<file path="src/rtl/calc_pkg.sv">
// Shared opcode, FSM-state and result constants for the calculator op sequencer.
// Optional pending-request buffer in the top is enabled by CALC_PENDING_REQ_EN.
package calc_pkg;

    localparam logic [1:0] OP_ADD = 2'b00;
    localparam logic [1:0] OP_SUB = 2'b01;
    localparam logic [1:0] OP_MUL = 2'b10;
    localparam logic [1:0] OP_DIV = 2'b11;

    localparam logic [1:0] ST_IDLE   = 2'd0;
    localparam logic [1:0] ST_EXEC   = 2'd1;
    localparam logic [1:0] ST_FINISH = 2'd2;

    // Divide result packing assumes 6-bit operands (12-bit result word).
    localparam int unsigned DIV_W = 6;
    localparam logic [2*DIV_W-1:0] DIV0_RESULT = '1;

    // Multiply and non-zero divide go through the iterative loop; everything else finishes directly.
    function automatic logic needs_exec(input logic [1:0] op, input logic b_zero);
        return (op == OP_MUL) || ((op == OP_DIV) && !b_zero);
    endfunction

endpackage

</file>
<file path="src/rtl/calc_iter_unit.sv">
// Iterative datapath for the op sequencer: shift-add multiply and restoring divide,
// one step per cycle, W steps per operation.
module calc_iter_unit
    import calc_pkg::*;
#(
    parameter int unsigned W = 6
) (
    input  logic           clk,
    input  logic           rst_n,
    input  logic           init,
    input  logic           step,
    input  logic [1:0]     op,
    input  logic [W-1:0]   dividend,
    input  logic [W-1:0]   a,
    input  logic [W-1:0]   b,
    output logic [2*W-1:0] acc,
    output logic [W-1:0]   quo,
    output logic [W-1:0]   rem,
    output logic           last_step
);

    localparam int unsigned CW = (W > 1) ? $clog2(W) : 1;
    localparam logic [CW-1:0] LAST_CNT = CW'(W - 1);

    logic [CW-1:0]  cnt_q, cnt_d;
    logic [2*W-1:0] acc_q, acc_d;
    logic [W-1:0]   dq_q, dq_d;
    logic [W-1:0]   rem_q, rem_d;
    logic [W:0]     trial;
    logic [2*W-1:0] partial;

    always_comb begin
        cnt_d   = cnt_q;
        acc_d   = acc_q;
        dq_d    = dq_q;
        rem_d   = rem_q;
        // Trial remainder is one bit wider so a large divisor cannot overflow the shift.
        trial   = {rem_q, dq_q[W-1]};
        partial = b[cnt_q] ? ({{W{1'b0}}, a} << cnt_q) : '0;
        if (init) begin
            cnt_d = '0;
            acc_d = '0;
            rem_d = '0;
            dq_d  = dividend;
        end else if (step) begin
            cnt_d = cnt_q + 1'b1;
            if (op == OP_DIV) begin
                if (trial >= {1'b0, b}) begin
                    rem_d = W'(trial - {1'b0, b});
                    dq_d  = {dq_q[W-2:0], 1'b1};
                end else begin
                    rem_d = trial[W-1:0];
                    dq_d  = {dq_q[W-2:0], 1'b0};
                end
            end else begin
                acc_d = acc_q + partial;
            end
        end
    end

    always_ff @(posedge clk or negedge rst_n) begin
        if (!rst_n) begin
            cnt_q <= '0;
            acc_q <= '0;
            dq_q  <= '0;
            rem_q <= '0;
        end else begin
            cnt_q <= cnt_d;
            acc_q <= acc_d;
            dq_q  <= dq_d;
            rem_q <= rem_d;
        end
    end

    assign acc       = acc_q;
    assign quo       = dq_q;
    assign rem       = rem_q;
    assign last_step = (cnt_q == LAST_CNT);

endmodule

</file>
<file path="src/rtl/calc_op_sequencer.sv">
// Multi-cycle add/sub/mul/div controller feeding the calculator display mux.
// Define CALC_PENDING_REQ_EN to add a one-entry buffer for starts issued while busy.
module calc_op_sequencer
    import calc_pkg::*;
#(
    parameter int unsigned W = 6
) (
    input  logic           clk,
    input  logic           rst_n,
    input  logic           start,
    input  logic [W-1:0]   op_a,
    input  logic [W-1:0]   op_b,
    input  logic [1:0]     op_sel,
    output logic [2*W-1:0] res,
    output logic [1:0]     res_sel,
    output logic           neg,
    output logic           err,
    output logic           busy,
    output logic           done
);

    localparam int unsigned RW = 2 * W;

    logic [1:0]    state_q, state_d;
    logic [W-1:0]  a_q, a_d, b_q, b_d;
    logic [1:0]    op_q, op_d;
    logic [RW-1:0] res_q, res_d;
    logic [1:0]    sel_q, sel_d;
    logic          neg_q, neg_d, err_q, err_d, done_q, done_d;

    logic          launch;
    logic [W-1:0]  ln_a, ln_b;
    logic [1:0]    ln_op;
    logic          iter_init, iter_step, last_step;
    logic [RW-1:0] acc;
    logic [W-1:0]  quo, rem;

`ifdef CALC_PENDING_REQ_EN
    logic          pend_valid_q, pend_valid_d, ovf_q, ovf_d;
    logic [W-1:0]  pend_a_q, pend_a_d, pend_b_q, pend_b_d;
    logic [1:0]    pend_op_q, pend_op_d;

    // FINISH hands off to the buffered request first, else to a start arriving that cycle.
    always_comb begin
        launch = 1'b0;
        ln_a   = op_a;
        ln_b   = op_b;
        ln_op  = op_sel;
        if (state_q == ST_IDLE) begin
            launch = start;
        end else if (state_q == ST_FINISH) begin
            if (pend_valid_q) begin
                launch = 1'b1;
                ln_a   = pend_a_q;
                ln_b   = pend_b_q;
                ln_op  = pend_op_q;
            end else begin
                launch = start;
            end
        end
    end

    always_comb begin
        pend_valid_d = pend_valid_q;
        pend_a_d     = pend_a_q;
        pend_b_d     = pend_b_q;
        pend_op_d    = pend_op_q;
        ovf_d        = ovf_q;
        if (state_q == ST_FINISH && pend_valid_q) begin
            pend_valid_d = 1'b0;
        end
        if (start && state_q != ST_IDLE && !(state_q == ST_FINISH && !pend_valid_q)) begin
            if (!pend_valid_d) begin
                pend_valid_d = 1'b1;
                pend_a_d     = op_a;
                pend_b_d     = op_b;
                pend_op_d    = op_sel;
            end else begin
                ovf_d = 1'b1;
            end
        end
    end

    always_ff @(posedge clk or negedge rst_n) begin
        if (!rst_n) begin
            pend_valid_q <= 1'b0;
            pend_a_q     <= '0;
            pend_b_q     <= '0;
            pend_op_q    <= OP_ADD;
            ovf_q        <= 1'b0;
        end else begin
            pend_valid_q <= pend_valid_d;
            pend_a_q     <= pend_a_d;
            pend_b_q     <= pend_b_d;
            pend_op_q    <= pend_op_d;
            ovf_q        <= ovf_d;
        end
    end
`else
    always_comb begin
        launch = (state_q == ST_IDLE) && start;
        ln_a   = op_a;
        ln_b   = op_b;
        ln_op  = op_sel;
    end
`endif

    always_comb begin
        state_d   = state_q;
        a_d       = a_q;
        b_d       = b_q;
        op_d      = op_q;
        res_d     = res_q;
        sel_d     = sel_q;
        neg_d     = neg_q;
        err_d     = err_q;
        done_d    = 1'b0;
        iter_init = 1'b0;
        iter_step = 1'b0;
        case (state_q)
            ST_EXEC: begin
                iter_step = 1'b1;
                if (last_step) state_d = ST_FINISH;
            end
            ST_FINISH: begin
                done_d  = 1'b1;
                state_d = ST_IDLE;
                sel_d   = op_q;
                neg_d   = 1'b0;
                err_d   = 1'b0;
                case (op_q)
                    OP_ADD: res_d = RW'({1'b0, a_q} + {1'b0, b_q});
                    OP_SUB: begin
                        res_d = RW'((a_q >= b_q) ? (a_q - b_q) : (b_q - a_q));
                        neg_d = (a_q < b_q);
                    end
                    OP_MUL: res_d = acc;
                    default: begin
                        if (b_q == '0) begin
                            res_d = RW'(DIV0_RESULT);
                            err_d = 1'b1;
                        end else begin
                            res_d = {quo, rem};
                        end
                    end
                endcase
            end
            default: state_d = ST_IDLE;
        endcase
        if (launch) begin
            a_d  = ln_a;
            b_d  = ln_b;
            op_d = ln_op;
            if (needs_exec(ln_op, ln_b == '0)) begin
                state_d   = ST_EXEC;
                iter_init = 1'b1;
            end else begin
                state_d = ST_FINISH;
            end
        end
    end

    always_ff @(posedge clk or negedge rst_n) begin
        if (!rst_n) begin
            state_q <= ST_IDLE;
            a_q     <= '0;
            b_q     <= '0;
            op_q    <= OP_ADD;
            res_q   <= '0;
            sel_q   <= OP_ADD;
            neg_q   <= 1'b0;
            err_q   <= 1'b0;
            done_q  <= 1'b0;
        end else begin
            state_q <= state_d;
            a_q     <= a_d;
            b_q     <= b_d;
            op_q    <= op_d;
            res_q   <= res_d;
            sel_q   <= sel_d;
            neg_q   <= neg_d;
            err_q   <= err_d;
            done_q  <= done_d;
        end
    end

    calc_iter_unit #(
        .W(W)
    ) u_iter (
        .clk       (clk),
        .rst_n     (rst_n),
        .init      (iter_init),
        .step      (iter_step),
        .op        (op_q),
        .dividend  (ln_a),
        .a         (a_q),
        .b         (b_q),
        .acc       (acc),
        .quo       (quo),
        .rem       (rem),
        .last_step (last_step)
    );

    assign res     = res_q;
    assign res_sel = sel_q;
    assign neg     = neg_q;
    assign err     = err_q;
    assign done    = done_q;
    assign busy    = (state_q != ST_IDLE);

endmodule

</file>
<file path="config.mk">
export PLATFORM = sky130hd
export DESIGN_NAME = calc_op_sequencer
export DESIGN_NICKNAME = d
export VERILOG_FILES = /design/src/rtl/calc_pkg.sv /design/src/rtl/calc_iter_unit.sv /design/src/rtl/calc_op_sequencer.sv
export SDC_FILE = /design/constraint.sdc
export NUM_CORES = 1
export LEC_CHECK = 0
export ABC_CLOCK_PERIOD_IN_PS = 3500
export CORE_ASPECT_RATIO = 1.25
export CORE_MARGIN = 2
export CORE_UTILIZATION = 50
export DETAILED_ROUTE_END_ITERATION = 10
export GPL_TIMING_DRIVEN = 0
export PLACE_DENSITY = 0.72
export SYNTH_ARGS = -nofsm -noshare
export SYNTH_HDL_FRONTEND = slang
export SYNTH_SLANG_ARGS = --single-unit
</file>
<file path="constraint.sdc">
create_clock -name clk -period 3.5 [get_ports clk]
set_input_delay 0.35 -clock clk [delete_from_list [all_inputs] [get_ports clk]]
set_output_delay 0.35 -clock clk [all_outputs]
set_load 0.005 [all_outputs]
</file>
* Word-level counts from Yosys, hierarchy flattened
Cells that the tools add are included.
** Word-level totals
- Latch bits :: 0
- Register bits :: 60
- RAM bits :: 0
- Input bits :: 17
- Output and inout port bits :: 18
- Logic and storage cells :: 78
- Memories kept :: 0
- Bits in read-only memories :: 0
** Operators by class
- Multiplexer cells :: 30
- $add $sub $neg :: 6
- Eq/ne operators :: 10
- Magnitude comparators :: 4
- Shift-type cells :: 1
- Bitwise operators :: 0
- Multipliers :: 0
- Reduce and logical (&&, ||, !) cells :: 14
- Divide/modulo/power cells :: 0
** Operators by type and width (number)
- 12-bit two-way mux :: 6
- 6-bit two-way mux :: 7
- 12-bit case mux with 3 select lines :: 1
- 6-bit by 6-bit subtractor with 7-bit output :: 2
- 12-bit adder :: 1
- 6-bit zero test :: 2
- 6-bit by 3-bit left shift with 12-bit output :: 1
- 2-bit == test, second input constant :: 5
- 1-bit two-way mux :: 9
- 2-bit two-way mux :: 4
- 6-bit by 6-bit adder with 7-bit output :: 1
- 7-bit by 6-bit greater-or-equal comparator with 1-bit output :: 1
- 6-bit greater-or-equal comparator :: 1
- 6-bit less-than comparator :: 1
- 3-bit two-way mux :: 2
- 2-bit nonzero test :: 3
- 6-bit subtractor :: 1
- 2-bit by 1-bit == test with 1-bit output, second input constant :: 2
- 2-bit zero test :: 2
- 3-bit by 4-bit less-than comparator with 1-bit output, second input constant :: 1
- 2-bit AND reduction :: 2
- 3-bit by 1-bit adder with 3-bit output, second input constant :: 1
- 1-bit binary-select mux with 3-bit select :: 1
- 3-bit == test, second input constant :: 1
- 6 further kinds :: 7

* Depth between registers and ports, before layout
Gate-level depths: netlist (run 1).
- Depth in word-level cells :: 8
- Mapped depth :: 15
- Gate-level depth less buffers :: 13

* Cells and area by module
A second synthesis (run 1) with hierarchy kept.
** Unflattened totals
- Cell total of the unflattened synthesis :: 555
- Area total of the unflattened synthesis :: 4783.3 um2
** By module, submodules not included
- calc_op_sequencer :: area an instance 2404.8 um2, cells an instance 272, instances 1, sequential area each 825.8 um2
- calc_iter_unit :: area an instance 2378.5 um2, cells an instance 283, instances 1, sequential area each 675.6 um2

* Worst setup path after synthesis (run 1)
Ideal clock, no wire load.
- Kind :: register to register
- Start :: reg u_iter.cnt_q[0]
- End :: reg u_iter.acc_q[11] (netlist: u_iter.acc[11])
- Buffers on the path :: 1
- Required time :: 3373 ps
- Arrival time :: 2677 ps
- Slack :: 696 ps
- Clock period less this slack :: 2804 ps
- Library setup time :: 127 ps
- Stages on the path, launching flop included :: 12
- Path through :: dfrtp_1 > buf_2 > mux4_2 > nand2_1 > o31a_1 > a211oi_1 > ha_1 > a21o_1 > o32a_1 > a31oi_1 > o22ai_1 > mux2i_1
** On the way
- Word-level cells in the longest chain between the ends :: 7
- Elaborated cells on any way between the ends :: 8
- Those cells by class :: 1 x add/sub; 1 x shift; 6 x mux
** Ends and longest elaborated chain
- start: declaration :: line calc_iter_unit.sv:25 : logic [CW-1:0] cnt_q, cnt_d;
- start signal: assignment :: line calc_iter_unit.sv:68 : cnt_q <= cnt_d;
- 1-bit binary-select mux with 3-bit select :: line calc_iter_unit.sv:39 : partial = b[cnt_q] ? ({{W{1'b0}}, a} << cnt_q) : '0;
- 1-bit two-way mux (not written as such) :: line calc_iter_unit.sv:39
- 12-bit two-way mux * :: line calc_iter_unit.sv:39
- 12-bit adder * :: line calc_iter_unit.sv:56 : acc_d = acc_q + partial;
- 12-bit two-way mux * :: line calc_iter_unit.sv:47 : if (op == OP_DIV) begin
- 12-bit two-way mux * :: line calc_iter_unit.sv:45 : end else if (step) begin
- 12-bit two-way mux * :: line calc_iter_unit.sv:40 : if (init) begin
- end signal: assignment :: line calc_iter_unit.sv:64 : acc_q <= '0;
- end signal: assignment :: line calc_iter_unit.sv:69 : acc_q <= acc_d;
- end: declaration :: line calc_iter_unit.sv:26 : logic [2*W-1:0] acc_q, acc_d;
Mark *: on every way between the ends. The rest lies on a longest branch, timed or not. The select of a mux whose other input is x is not followed.
A chain may end at the register's enable or synchronous reset.

* Worst setup path in the final report (run 1)
- Start :: reg u_iter.cnt_q[0]
- End :: reg u_iter.acc_q[9] (netlist: u_iter.acc[9])
Same word-level chain as after synthesis.

==> results by stage, run 1 <==
Synth:
- The number of distinct library cells after synthesis is 69.
- The share of the Yosys chip area taken by registers is roughly a third.
- The flip-flop cell with the highest count after synthesis is dfrtp_1.
- By area the synthesized netlist is led by dfrtp_1, ha_1, nand2_1.
- Dividing the synthesized area by the synthesized cell count gives 8.64 um2.
- The mapped cell area is between 4000 and 5000 um2.
- The cell type with the highest aggregate area in the netlist is dfrtp_1.
- The post-synth net total is 574.
- The async set-reset flop share out of synthesis is 100%.
- The synthesized flop and latch total is 60.
- The top cell type by area accounts for 33.7% of the synthesized area.
- The number of instances in the synthesized netlist is 515.
- Yosys printed 0 warnings.
- The count of flip-flops with a built-in enable after synthesis is 0.

Clocking:
- The number of buffers inserted during clock tree synthesis is 9.
- Clock latency on the worst-skew pair, taken at its later pin, is 370 ps.
- CTS placed an instance of clkbuf_8 at the clock tree root.
- Clock-pin slew was measured on the worst setup and hold paths at 70 ps.
- TritonCTS built the clock tree.
- The tree built by TritonCTS fans out to 60 sinks.
- Counting along the longest clock path gives a buffer depth of 2.
- The H-tree generated during clock tree synthesis spans 3 levels.

Route:
- In the routed design, unresolved DRC markers number 0.
- The residual antenna-violating net count after detailed routing is 0.
- After detailed routing, the average wire length per cell comes to roughly 18 um.
- The first detailed-routing pass ran for 5 iterations.
- Summed over all layers, the routed wires come to 12600 um.
- The routed layout has 4076 vias.
- After the first detailed-routing iteration, the DRC count stood at 199.
- The average vias per placed instance is 5.93.

Setup path:
- The signal on the critical path passes through buf_2 > mux4_2 > nand2_1 > o31a_1 > a211oi_1 > ha_1 > a21o_1 > o32a_1 > a31oi_1 > xor2_1 > o21ai_0.
- Of all nets on the critical path, the largest fanout is 6.
- For flop-to-flop paths, the worst setup slack is 260 ps.
- The worst stage delay on the critical path is 540 ps.
- The type of the setup path with the least slack is reg -> reg.
- The dominant delay contributor by cell family on the critical path is compound AO/OA/AOI/OAI gates.
- Counting both buffers and inverters, the worst setup path holds a total of 1.
- For the worst setup path, the data required time is 3720 ps.
- The type of origin of the critical path is a register.
- STA puts the critical path data arrival time at around 3500 ps.
- The critical path's slowest cell is mux4_2.
- The worst setup path is captured at a register.

Global route:
- The via count of the first global-routing pass was 4075.
- Across every metal layer, demand over resource in global routing totals 28.4%.
- The maximum number of pins on one net before global-route repair is 39.
- The number of antenna violations at the first check in global routing came to 0.
- After global routing the overflow that remains totals 0.
- The global-route wire length before repair is 20500 um.

Place:
- The worst setup timing slack at the placement stage is 260 ps.
- The placed instances occupy a cell area of 4960 um2.
- Routability-driven placement finished with a final weighted congestion of 0.929.
- In this run the tool buffered the top-level ports with 34 buffer cells.
- The estimated wirelength of the detail-placed design is between 9000 and 10000 um.

Die:
- The vertical extent of the die is 109 um.
- In this run the standard cell core region covers just under 9000 um2.
- Row generation in the floorplan step produced 38 rows.
- Pin placement for this block handled 35 I/O pins.
- The effective utilization at floorplan is 51.4%.
- The horizontal extent of the die is 88.4 um.
- The die covers 9680 um2.

Power and ir drop:
- In this run the static leakage power is 2.27 nW.
- The worst ir drop on vdd is 440 uV.
- The design draws 5.44 mW.
- In this run the power density over the cells is 1050 nW/um2.

STA:
- The worst path needs approximately 3200 ps of the cycle, external delays included.
- In this run the tightest slew margin relative to its limit is 55.6%.
- Setup repair after global routing left no endpoint under its margin.
- Across all setup checks in the final design, the least slack found is between 200 and 300 ps.
- The maximum achievable frequency is roughly 300 MHz.
- For the pin with the worst max-slew slack, the measured transition is 666 ps.
- The number of hold-slack violations in the final timing report is 0.
- The largest clock skew in the final design is around 13 ps.
- The max-slew violation total from the final report was 0.
- The final setup TNS is 0 ps.
- The share of the clock period used by the worst path is 92.4%.
- Setup violations remaining at the end of the flow were counted as 0.

Layout:
- Relative to the synthesized area, the layout overhead comes to 16.2%.
- The share of cells above drive strength 1 is 9.35%.
- The final standard cell area without fillers is between 5000 and 6000 um2.
- The net count of the finished layout is 621.
- Cells fill 59.7% of the core in the end.
- Counting the fill cells in the layout gives 810.
- The count of inserted antenna diode cells is 0.

Job:
- The reported max-cap violation count is 0.

Min path:
- The class of the worst hold path is reg -> reg.

Status:
- The flow ran to the end, and the final reports show no timing, DRC or antenna violations.
-- power by group --
group / switching, mW / total [mW] / internal (mW)
Sequential: 0.307 / 1.30 / 0.989
Combinational: 1.98 / 3.47 / 1.49
Clock: 0.309 / 0.675 / 0.366
-- area by class of cell --
class | instances | area [um2] | area share, %
Timing Repair Buffer | 36 | 365 | 7.07
Tap cell | 120 | 150 | 2.90
Multi-Input combinational cell | 399 | 2720 | 52.6
Buffer | 24 | 109 | 2.11
Clock buffer | 12 | 155 | 3.00
Inverter | 32 | 120 | 2.32
Clock inverter | 4 | 47.5 | 0.920
Sequential cell | 60 | 1500 | 29.0
-- layer usage --
layer	share of wire (%)	global-route usage, %	vias up
met5	0	0	-
met4	4.9	14.5	0
met3	4.6	5.48	36
met2	49	47.4	122
met1	42	34.6	1983
li1	-	-	1935
-- worst paths after layout --
path                                       from            end  cells past startpoint
min in group asynchronous                 rst_n         res[4]                      2
worst min register to register              neg            neg                      2
worst min-delay path                        neg            neg                      2
worst max register to register  u_iter.cnt_q[0]  u_iter.acc[9]                     11
max in group asynchronous                 rst_n  u_iter.acc[4]                      3
worst max-delay path            u_iter.cnt_q[0]  u_iter.acc[9]                     11
-- registers in the layout, indices dropped and copies added (netlist names) --
register      flops
a_q               6
b_q               6
done              1
err               1
neg               1
op_q              2
res              12
res_sel           2
state_q           2
u_iter.acc       12
u_iter.cnt_q      3
u_iter.quo        6
u_iter.rem        6
-- cell usage after synthesis, drive strengths merged, types with 5 or more instances --
cell type  count
xnor2          7
nor2          42
mux2i          8
clkbuf        15
nand2b         9
nor3          11
nor4           8
nand2         66
o21ai         37
nand4          5
buf            9
mux2          11
xor2           5
a31oi         12
inv           31
nor2b         12
nand3         14
a21oi         24
a22oi          7
dfrtp         60
a21o           6
fa             5
o22ai         10
ha            37
o21a          11
-- tightest hold or removal path, stage by stage, from the launching register on --
cell and delay (ps):
dfrtp_1 340, nand2_1 50, o41ai_1 50
-- per-stage QoR --
| step | instances | hold WS, ps |
|---|---|---|
| after floorplan | 515 | 54.4 |
| after global placement | 669 | 458 |
| after detailed placement | 670 | 376 |
| after CTS | 687 | 476 |
| after global routing | 687 | 506 |
| final | 687 | 474 |
-- kinds of logic (layout without fill, tap and decap cells) --
kind of cell | Yosys count | in the layout | synth area share (%)
flip-flops | 60 | 60 | 33.7
XOR/XNOR | 12 | 12 | 2.36
buffers and inverters | 56 | 108 | 5.12
multiplexers | 20 | 20 | 5.09
adder cells (fa/ha/maj) | 42 | 42 | 12.7
AND/OR/NAND/NOR | 183 | 183 | 19.6
AO/OA/AOI/OAI | 142 | 142 | 21.4
-- what timing repair did --
action,4_1_cts,5_1_grt
hold buffers,1,0
setup buffers,0,0
hold endpoints to repair,14,0
endpoints found under the setup margin,0,2
resized for setup,0,2
-- cell usage in the layout (no fill, tap or decap), types with 8 or more instances in the layout --
master            n
nand2_1          66
dfrtp_1          60
nor2_1           40
ha_1             37
o21ai_0          35
clkdlybuf4s50_1  33
inv_1            31
a21oi_1          24
clkbuf_1         14
nand3_1          14
nor3_1           11
nor2b_1          11
mux2_2           11
a31oi_1          11
clkbuf_8         11
o21a_1           10
o22ai_1          10
nand2b_1          9
buf_2             8
mux2i_1           8
No activity file was read; power rests on OpenSTA's default activity.
==> inputs of run 2 (changes only) <==
--- a/config.mk
+++ b/config.mk
@@ -5,10 +5,10 @@
 export SDC_FILE = /design/constraint.sdc
 export NUM_CORES = 1
 export LEC_CHECK = 0
-export ABC_CLOCK_PERIOD_IN_PS = 3500
+export ABC_CLOCK_PERIOD_IN_PS = 3350
 export CORE_ASPECT_RATIO = 1.25
-export CORE_MARGIN = 2
 export CORE_UTILIZATION = 50
+export CTS_BUF_LIST = sky130_fd_sc_hd__clkbuf_2 sky130_fd_sc_hd__clkbuf_4 sky130_fd_sc_hd__clkbuf_8
 export DETAILED_ROUTE_END_ITERATION = 10
 export GPL_TIMING_DRIVEN = 0
 export PLACE_DENSITY = 0.72
==> constraint.sdc (replaced) <==
create_clock -name clk -period 3.35 [get_ports clk]
set_input_delay 0.335 -clock clk [delete_from_list [all_inputs] [get_ports clk]]
set_output_delay 0.335 -clock clk [all_outputs]
set_load 0.005 [all_outputs]
==> results by stage, run 2 (synthesized netlist as in run 1, its figures left out) <==
Status:
- The flow ran to the end, but the final reports show violations.
- The checks that failed: design-rule violations.

Layout:
- The synthesis-to-layout area growth is 16.6%.
- The share of cells above drive strength 1 was 10.2% (+0.88 points).
- The library cell used most frequently in the layout, excluding fill and tap cells, is nand2_1.
- The library cells used most frequently in the layout, excluding fill and tap cells, are nand2_1, dfrtp_1, nor2_1.
- The count of inserted antenna diode cells is 0 (unchanged).
- The final cell utilization of the core is 60.0% (+0.23 points).
- The net count of the finished layout was 621 (unchanged).

Clocking:
- TritonCTS built the clock tree.
- The clock latency on the worst-skew pair is 350 ps (-20 ps).
- The total of hold buffers inserted after clock tree synthesis is 0 (-1).
- The maximum count of clock buffers along a single path came to 2 (unchanged).
- The number of sinks driven by the clock tree is 60 (unchanged).
- The clock transition time at the flip-flop clock pins of the worst setup and hold paths is 70 ps (about the same).
- The tree is rooted in a clkbuf_8.
- The count of H-tree levels built during CTS came to 3 (unchanged).
- The number of buffers inserted during clock tree synthesis was 9 (unchanged).

Global route:
- The total congestion overflow after global routing is 0 (unchanged).
- The global-route wire length before repair is 20800 um (+1.2%).
- The combined global-route utilization of all metal layers was 29.6% (+1.2 points).
- The number of antenna violations at the first check in global routing is 0 (unchanged).
- The maximum number of pins on one net before global-route repair was 61 (+56%).
- The via count of the first global-routing pass is 4051 (-0.59%).

STA:
- The slew at the pin closest to its max-slew limit is 800 ps (+134 ps).
- The number of setup violations in the final report was 0 (unchanged).
- The number of hold-slack violations in the final timing report is 0 (unchanged).
- The share of the clock period used by the worst path is 93.4% (+0.97 points).
- The final setup slack of the worst path is 221 ps (-44.0 ps).
- The final setup TNS is 0 ps (unchanged).
- The maximum achievable frequency was 320 MHz (+3.4%).
- The largest clock skew in the final design came to 8.13 ps (-4.88 ps).
- The remaining max-slew budget at the tightest pin is 46.7% (-9.0 points).
- The post-layout minimum cycle time is 3130 ps (-106 ps).
- The max-slew violation total from the final report is 0 (unchanged).

Route:
- The number of iterations in the first detailed-routing pass is 8 (+3).
- The number of DRC markers after the initial detailed-route iteration is 274 (+38%).
- The average wire length per cell after detail routing is 18.4 um (+0.16%).
- The routed via count was 4159 (+2.0%).
- The average vias per placed instance is 6.05 (+2.0%).
- The residual antenna-violating net count after detailed routing came to 0 (unchanged).
- The wire length after detailed routing is 12600 um (+0.16%).
- The total DRC errors in the routed layout was 1 (+1).

Setup path:
- The critical path's slowest cell is mux4_2.
- The slack of the worst reg-to-reg path is 220 ps (-40 ps).
- The arrival time of data at the critical path endpoint is 3360 ps (-100 ps).
- The worst reg2reg path depth was 11 (unchanged).
- Walking the worst path, the cells encountered are buf_2 > mux4_2 > nand2_1 > o31a_1 > a211oi_1 > ha_1 > a21o_1 > o32a_1 > a31oi_1 > o22ai_1 > mux2i_1.
- The worst setup path is of the reg -> reg kind.
- The startpoint identified for the worst register-to-register timing path is u_iter.cnt_q[0].
- The worst path required time is 3580 ps (-140 ps).
- The worst setup path is launched from a register.
- The depth of the critical timing path with buffers and inverters included is 11 (unchanged).
- The sum of buffers and inverters on the critical path was 1 (unchanged).
- The worst stage delay on the critical path is 540 ps (about the same).
- The maximum net fanout on the critical path is 6 (unchanged).
- The worst setup path is captured at a register.
- Grouping stages by cell kind, the critical path spends the most delay in compound AO/OA/AOI/OAI gates.
- The worst reg2reg path endpoint is u_iter.acc[11].

Power and ir drop:
- The power per cell area is 1110 nW/um2 (+5.7%).
- The worst ir drop on vdd was 620 uV (+41%).
- The leakage dissipation is 2.28 nW (+0.35%).

Place:
- The count of buffers from port buffering is 34 (unchanged).
- The estimated wirelength of the detail-placed design was 9590 um (-2.1%).
- The final RePlAce weighted congestion was 0.939 (+1.1%).
- The worst setup timing slack at the placement stage is 191 ps (-69.6 ps).

Die:
- The vertical extent of the die is 107 um (-1.8%).
- The die area is 9280 um2 (-4.0%).
- The effective utilization at floorplan was 51.4% (unchanged).
- The area of the core is 8650 um2 (unchanged).
- The number of top-level design ports is 35 (unchanged).
- The number of cell rows is 38 (unchanged).
- The horizontal extent of the die came to 86.4 um (-2.3%).

Min path:
- The class of the worst hold path is in -> async.

Job:
- The reported max-cap violation count came to 0 (unchanged).
## run 2: what timing repair did
action,4_1_cts,5_1_grt
setup buffers,0,2
resized for setup,0,6
endpoints found under the setup margin,0,4
## run 2: cell type report
class | count | area, um2
plain buffers | 24 | 109
clock inverters | 4 | 72.6
well taps | 120 | 150
inverters | 32 | 120
fillers | 773 | 3460
flip-flops and latches | 60 | 1500
multi-input cells | 399 | 2730
repair buffers | 36 | 353
clock buffers | 12 | 153
## run 2: worst max-delay path by stage
stage | slack (ps) | start | end
floorplan | 550 | u_iter.cnt_q[0] | u_iter.acc[11]
global placement | -100 | rst_n | u_iter.acc[10]
detailed placement | 190 | u_iter.cnt_q[0] | u_iter.acc[11]
CTS | 160 | u_iter.cnt_q[0] | u_iter.acc[11]
global route | -20 | u_iter.cnt_q[0] | u_iter.acc[10]
finish | 220 | u_iter.cnt_q[0] | u_iter.acc[11]
## run 2: worst register-to-register path: cells and delay by family, from the launching register on
kind | cells | cell delay (ps)
AO/OA/AOI/OAI | 6 | 1200
multiplexers | 2 | 670
flip-flops | 1 | 390
adder cells (fa/ha/maj) | 1 | 380
buffers and inverters | 1 | 210
AND/OR/NAND/NOR | 1 | 170
## run 2: per-stage QoR
step	std cells	hold slack, ps	cell area (um2)	total power, mW
finish	687	51.2	5190	5.78
global route	687	125	5190	6.25
CTS	685	98.2	5160	5.71
detailed placement	669	470	4940	4.93
global placement	669	458	4940	4.85
floorplan	515	39.4	4450	3.88
## run 2: where the power goes
group / total [mW] / switching [mW] / internal [mW]
clock: 0.754 / 0.299 / 0.455
combinational: 3.67 / 2.08 / 1.58
sequential: 1.36 / 0.324 / 1.03
total: 5.78 / 2.71 / 3.07
## run 2: routing by layer
| metal | vias up | wire length [um] | global-route usage (%) |
|---|---|---|---|
| met2 | 154 | 6040 | 49.3 |
| li1 | 1932 | - | - |
| met5 | - | 0 | 0 |
| met3 | 48 | 636 | 4.45 |
| met1 | 2025 | 5320 | 36.6 |
| met4 | 0 | 624 | 16.4 |
==> inputs of run 3 (changes only) <==
--- a/config.mk
+++ b/config.mk
@@ -6,7 +6,7 @@
 export NUM_CORES = 1
 export LEC_CHECK = 0
 export ABC_CLOCK_PERIOD_IN_PS = 3350
-export CORE_ASPECT_RATIO = 1.25
+export CORE_ASPECT_RATIO = 1.1
 export CORE_UTILIZATION = 50
 export CTS_BUF_LIST = sky130_fd_sc_hd__clkbuf_2 sky130_fd_sc_hd__clkbuf_4 sky130_fd_sc_hd__clkbuf_8
 export DETAILED_ROUTE_END_ITERATION = 10
==> results by stage, run 3 (synthesized netlist as in run 1, its figures left out) <==
Status:
- The flow ran to the end, and the final reports show no timing, DRC or antenna violations.

Die:
- The horizontal extent of the die is 92.0 um (+6.4%).
- The effective utilization at floorplan is 52.4% (+0.95 points).
- The die area is 9280 um2 (about the same).
- The number of top-level design ports is 35 (unchanged).
- The number of cell rows came to 35 (-7.9%).
- The vertical extent of the die was 101 um (-6.1%).
- The area of the core was 8500 um2 (-1.8%).

Place:
- The count of buffers from port buffering came to 34 (unchanged).
- The final RePlAce weighted congestion came to 0.948 (+0.96%).
- The estimated wirelength of the detail-placed design was 9480 um (-1.1%).

Setup path:
- Walking the worst path, the cells encountered are buf_2 > mux4_2 > nand2_2 > nor3_1 > ha_1 > inv_1 > fa_1 > nor2b_1 > o21ai_1 > a21oi_1 > o211ai_1 > and3_1 > o31ai_1.
- The worst setup path is captured at a register.
- The arrival time of data at the critical path endpoint was 3390 ps (+30 ps).
- The worst stage delay on the critical path came to 400 ps (-140 ps).
- The maximum net fanout on the critical path was 5 (-1).
- The depth of the critical timing path with buffers and inverters included is 13 (+2).
- The type of the setup path with the least slack is reg -> reg.
- The critical path's slowest cell is dfrtp_1.
- In this run the critical register-to-register path is captured at u_iter.acc[10].
- The worst setup path startpoint is u_iter.cnt_q[0].
- The most critical setup path has its endpoint at u_iter.acc[10].
- The beginning of the worst register-to-register path is u_iter.cnt_q[0].
- The worst reg2reg path depth is 13 (+2).
- The type of origin of the critical path is a register.
- The slack of the worst reg-to-reg path is 220 ps (about the same).
- Broken down by cell family, the worst path's largest delay share belongs to compound AO/OA/AOI/OAI gates.
- The worst path required time is 3610 ps (+30 ps).
- The sum of buffers and inverters on the critical path was 2 (+1).

Layout:
- Leaving out fill and tap cells, the most frequent cell in the layout is nand2_1.
- The net count of the finished layout was 620 (-0.16%).
- The count of inserted antenna diode cells was 0 (unchanged).
- The number of fill cells in the layout came to 772 (-0.13%).
- Relative to the synthesized area, the layout overhead comes to 15.1%.
- The share of cells above drive strength 1 is 10.1% (-0.16 points).
- Leaving out fill and tap cells, the most frequent cells in the layout are nand2_1, dfrtp_1, nor2_1.

STA:
- The number of hold-slack violations in the final timing report is 0 (unchanged).
- The slew at the pin closest to its max-slew limit came to 798 ps (-1.80 ps).
- The final-layout worst hold slack is 53.8 ps (+2.64 ps).
- The maximum achievable frequency came to 319 MHz (about the same).
- The number of setup violations in the final report is 0 (unchanged).
- The post-layout minimum cycle time is 3130 ps (+2.46 ps).
- The max-slew violation total from the final report is 0 (unchanged).
- The share of the clock period used by the worst path is 93.5% (about the same).
- The final setup TNS is 0 ps (unchanged).
- Setup repair after global routing left no endpoint under its margin.
- The remaining max-slew budget at the tightest pin is 46.8% (+0.12 points).
- The largest clock skew in the final design is 15.5 ps (+7.39 ps).

Clocking:
- The count of H-tree levels built during CTS came to 3 (unchanged).
- The number of sinks driven by the clock tree is 60 (unchanged).
- The clock latency on the worst-skew pair was 360 ps (about the same).
- The clock transition time at the flip-flop clock pins of the worst setup and hold paths was 80 ps (about the same).
- The cell sitting at the root of the clock tree is a clkbuf_8.
- The number of buffers inserted during clock tree synthesis is 9 (unchanged).
- The total of hold buffers inserted after clock tree synthesis came to 0 (unchanged).
- The maximum count of clock buffers along a single path was 2 (unchanged).
- The TritonCTS clock tree is yes.

Route:
- The number of iterations in the first detailed-routing pass is 5 (-3).
- The wire length after detailed routing is 12500 um (-0.80%).
- The routed via count is 4094 (-1.6%).
- The total DRC errors in the routed layout is 0 (-1).
- The average wire length per cell after detail routing is 18.5 um (+0.66%).
- The number of DRC markers after the initial detailed-route iteration came to 298 (+8.8%).
- The average vias per placed instance is 6.05 (-0.11%).
- The residual antenna-violating net count after detailed routing is 0 (unchanged).

Power and ir drop:
- The worst ir drop on vdd is 489 uV (-21%).
- The power per cell area is 1100 nW/um2 (-1.3%).
- The leakage dissipation came to 2.25 nW (-1.3%).

Job:
- The reported max-cap violation count was 0 (unchanged).

Global route:
- The via count of the first global-routing pass came to 4046 (-0.12%).
- The total congestion overflow after global routing is 0 (unchanged).
- The combined global-route utilization of all metal layers was 29.2% (-0.39 points).
- The global-route wire length before repair came to 20700 um (-0.47%).
- The maximum number of pins on one net before global-route repair is 61 (unchanged).
- The number of antenna violations at the first check in global routing is 0 (unchanged).

Min path:
- The class of the worst hold path is in -> async.
[run 3: cell types whose count changed in the layout (fill, tap and decap cells not counted), sizes merged]
cell / change
buf: -1
clkbuf: -3
bufinv: -2
clkinv: +4
inv: +1
[run 3: metrics by stage]
step	setup slack [ps]	total power, mW	utilization [%]	std cells	instance area [um2]
detailed placement	181	4.93	58.0	660	4930
global route	34.3	6.11	60.3	677	5120
finish	218	5.63	60.3	677	5120
floorplan	546	3.88	-	515	4450
CTS	176	5.56	60.1	676	5100
global placement	-131	4.83	58.0	660	4930
[run 3: final cells by class]
class                           instances  area, um2  share of cell area [%]
Sequential cell                        60       1500                    29.3
Inverter                               32        120                    2.34
Tap cell                              111        139                    2.71
Clock buffer                            9        124                    2.42
Timing Repair Buffer                   35        345                    6.74
Buffer                                 24        109                    2.13
Multi-Input combinational cell        399       2730                    53.3
Clock inverter                          7       52.6                    1.03
[run 3: worst min path at each step]
stage                         end  slack, ps  cells past startpoint
global route               b_q[0]        130                      1
detailed placement            neg        460                      2
floorplan                  a_q[0]         40                      0
CTS                 u_iter.rem[1]         90                      1
finish                     b_q[0]         50                      1
global placement              neg        460                      2
[run 3: where the power goes]
part           internal [mW]  total [mW]  switching (mW)
Sequential              1.03        1.36           0.326
Clock                  0.272       0.606           0.335
Combinational           1.57        3.67            2.09
Total                   2.88        5.63            2.75
[run 3: layer usage]
layer | routed length, um | part of all wire [%] | global-route usage, %
met5 | 0 | 0 | 0
met3 | 592 | 4.7 | 4.37
met1 | 5430 | 43 | 37.5
met2 | 5780 | 46 | 46.8
met4 | 712 | 5.7 | 17.8
[run 3: what timing repair did]
item | 4_1_cts | 5_1_grt
endpoints found under the setup margin | 0 | 4
buffers inserted | 0 | 1
gates resized for setup | 0 | 6
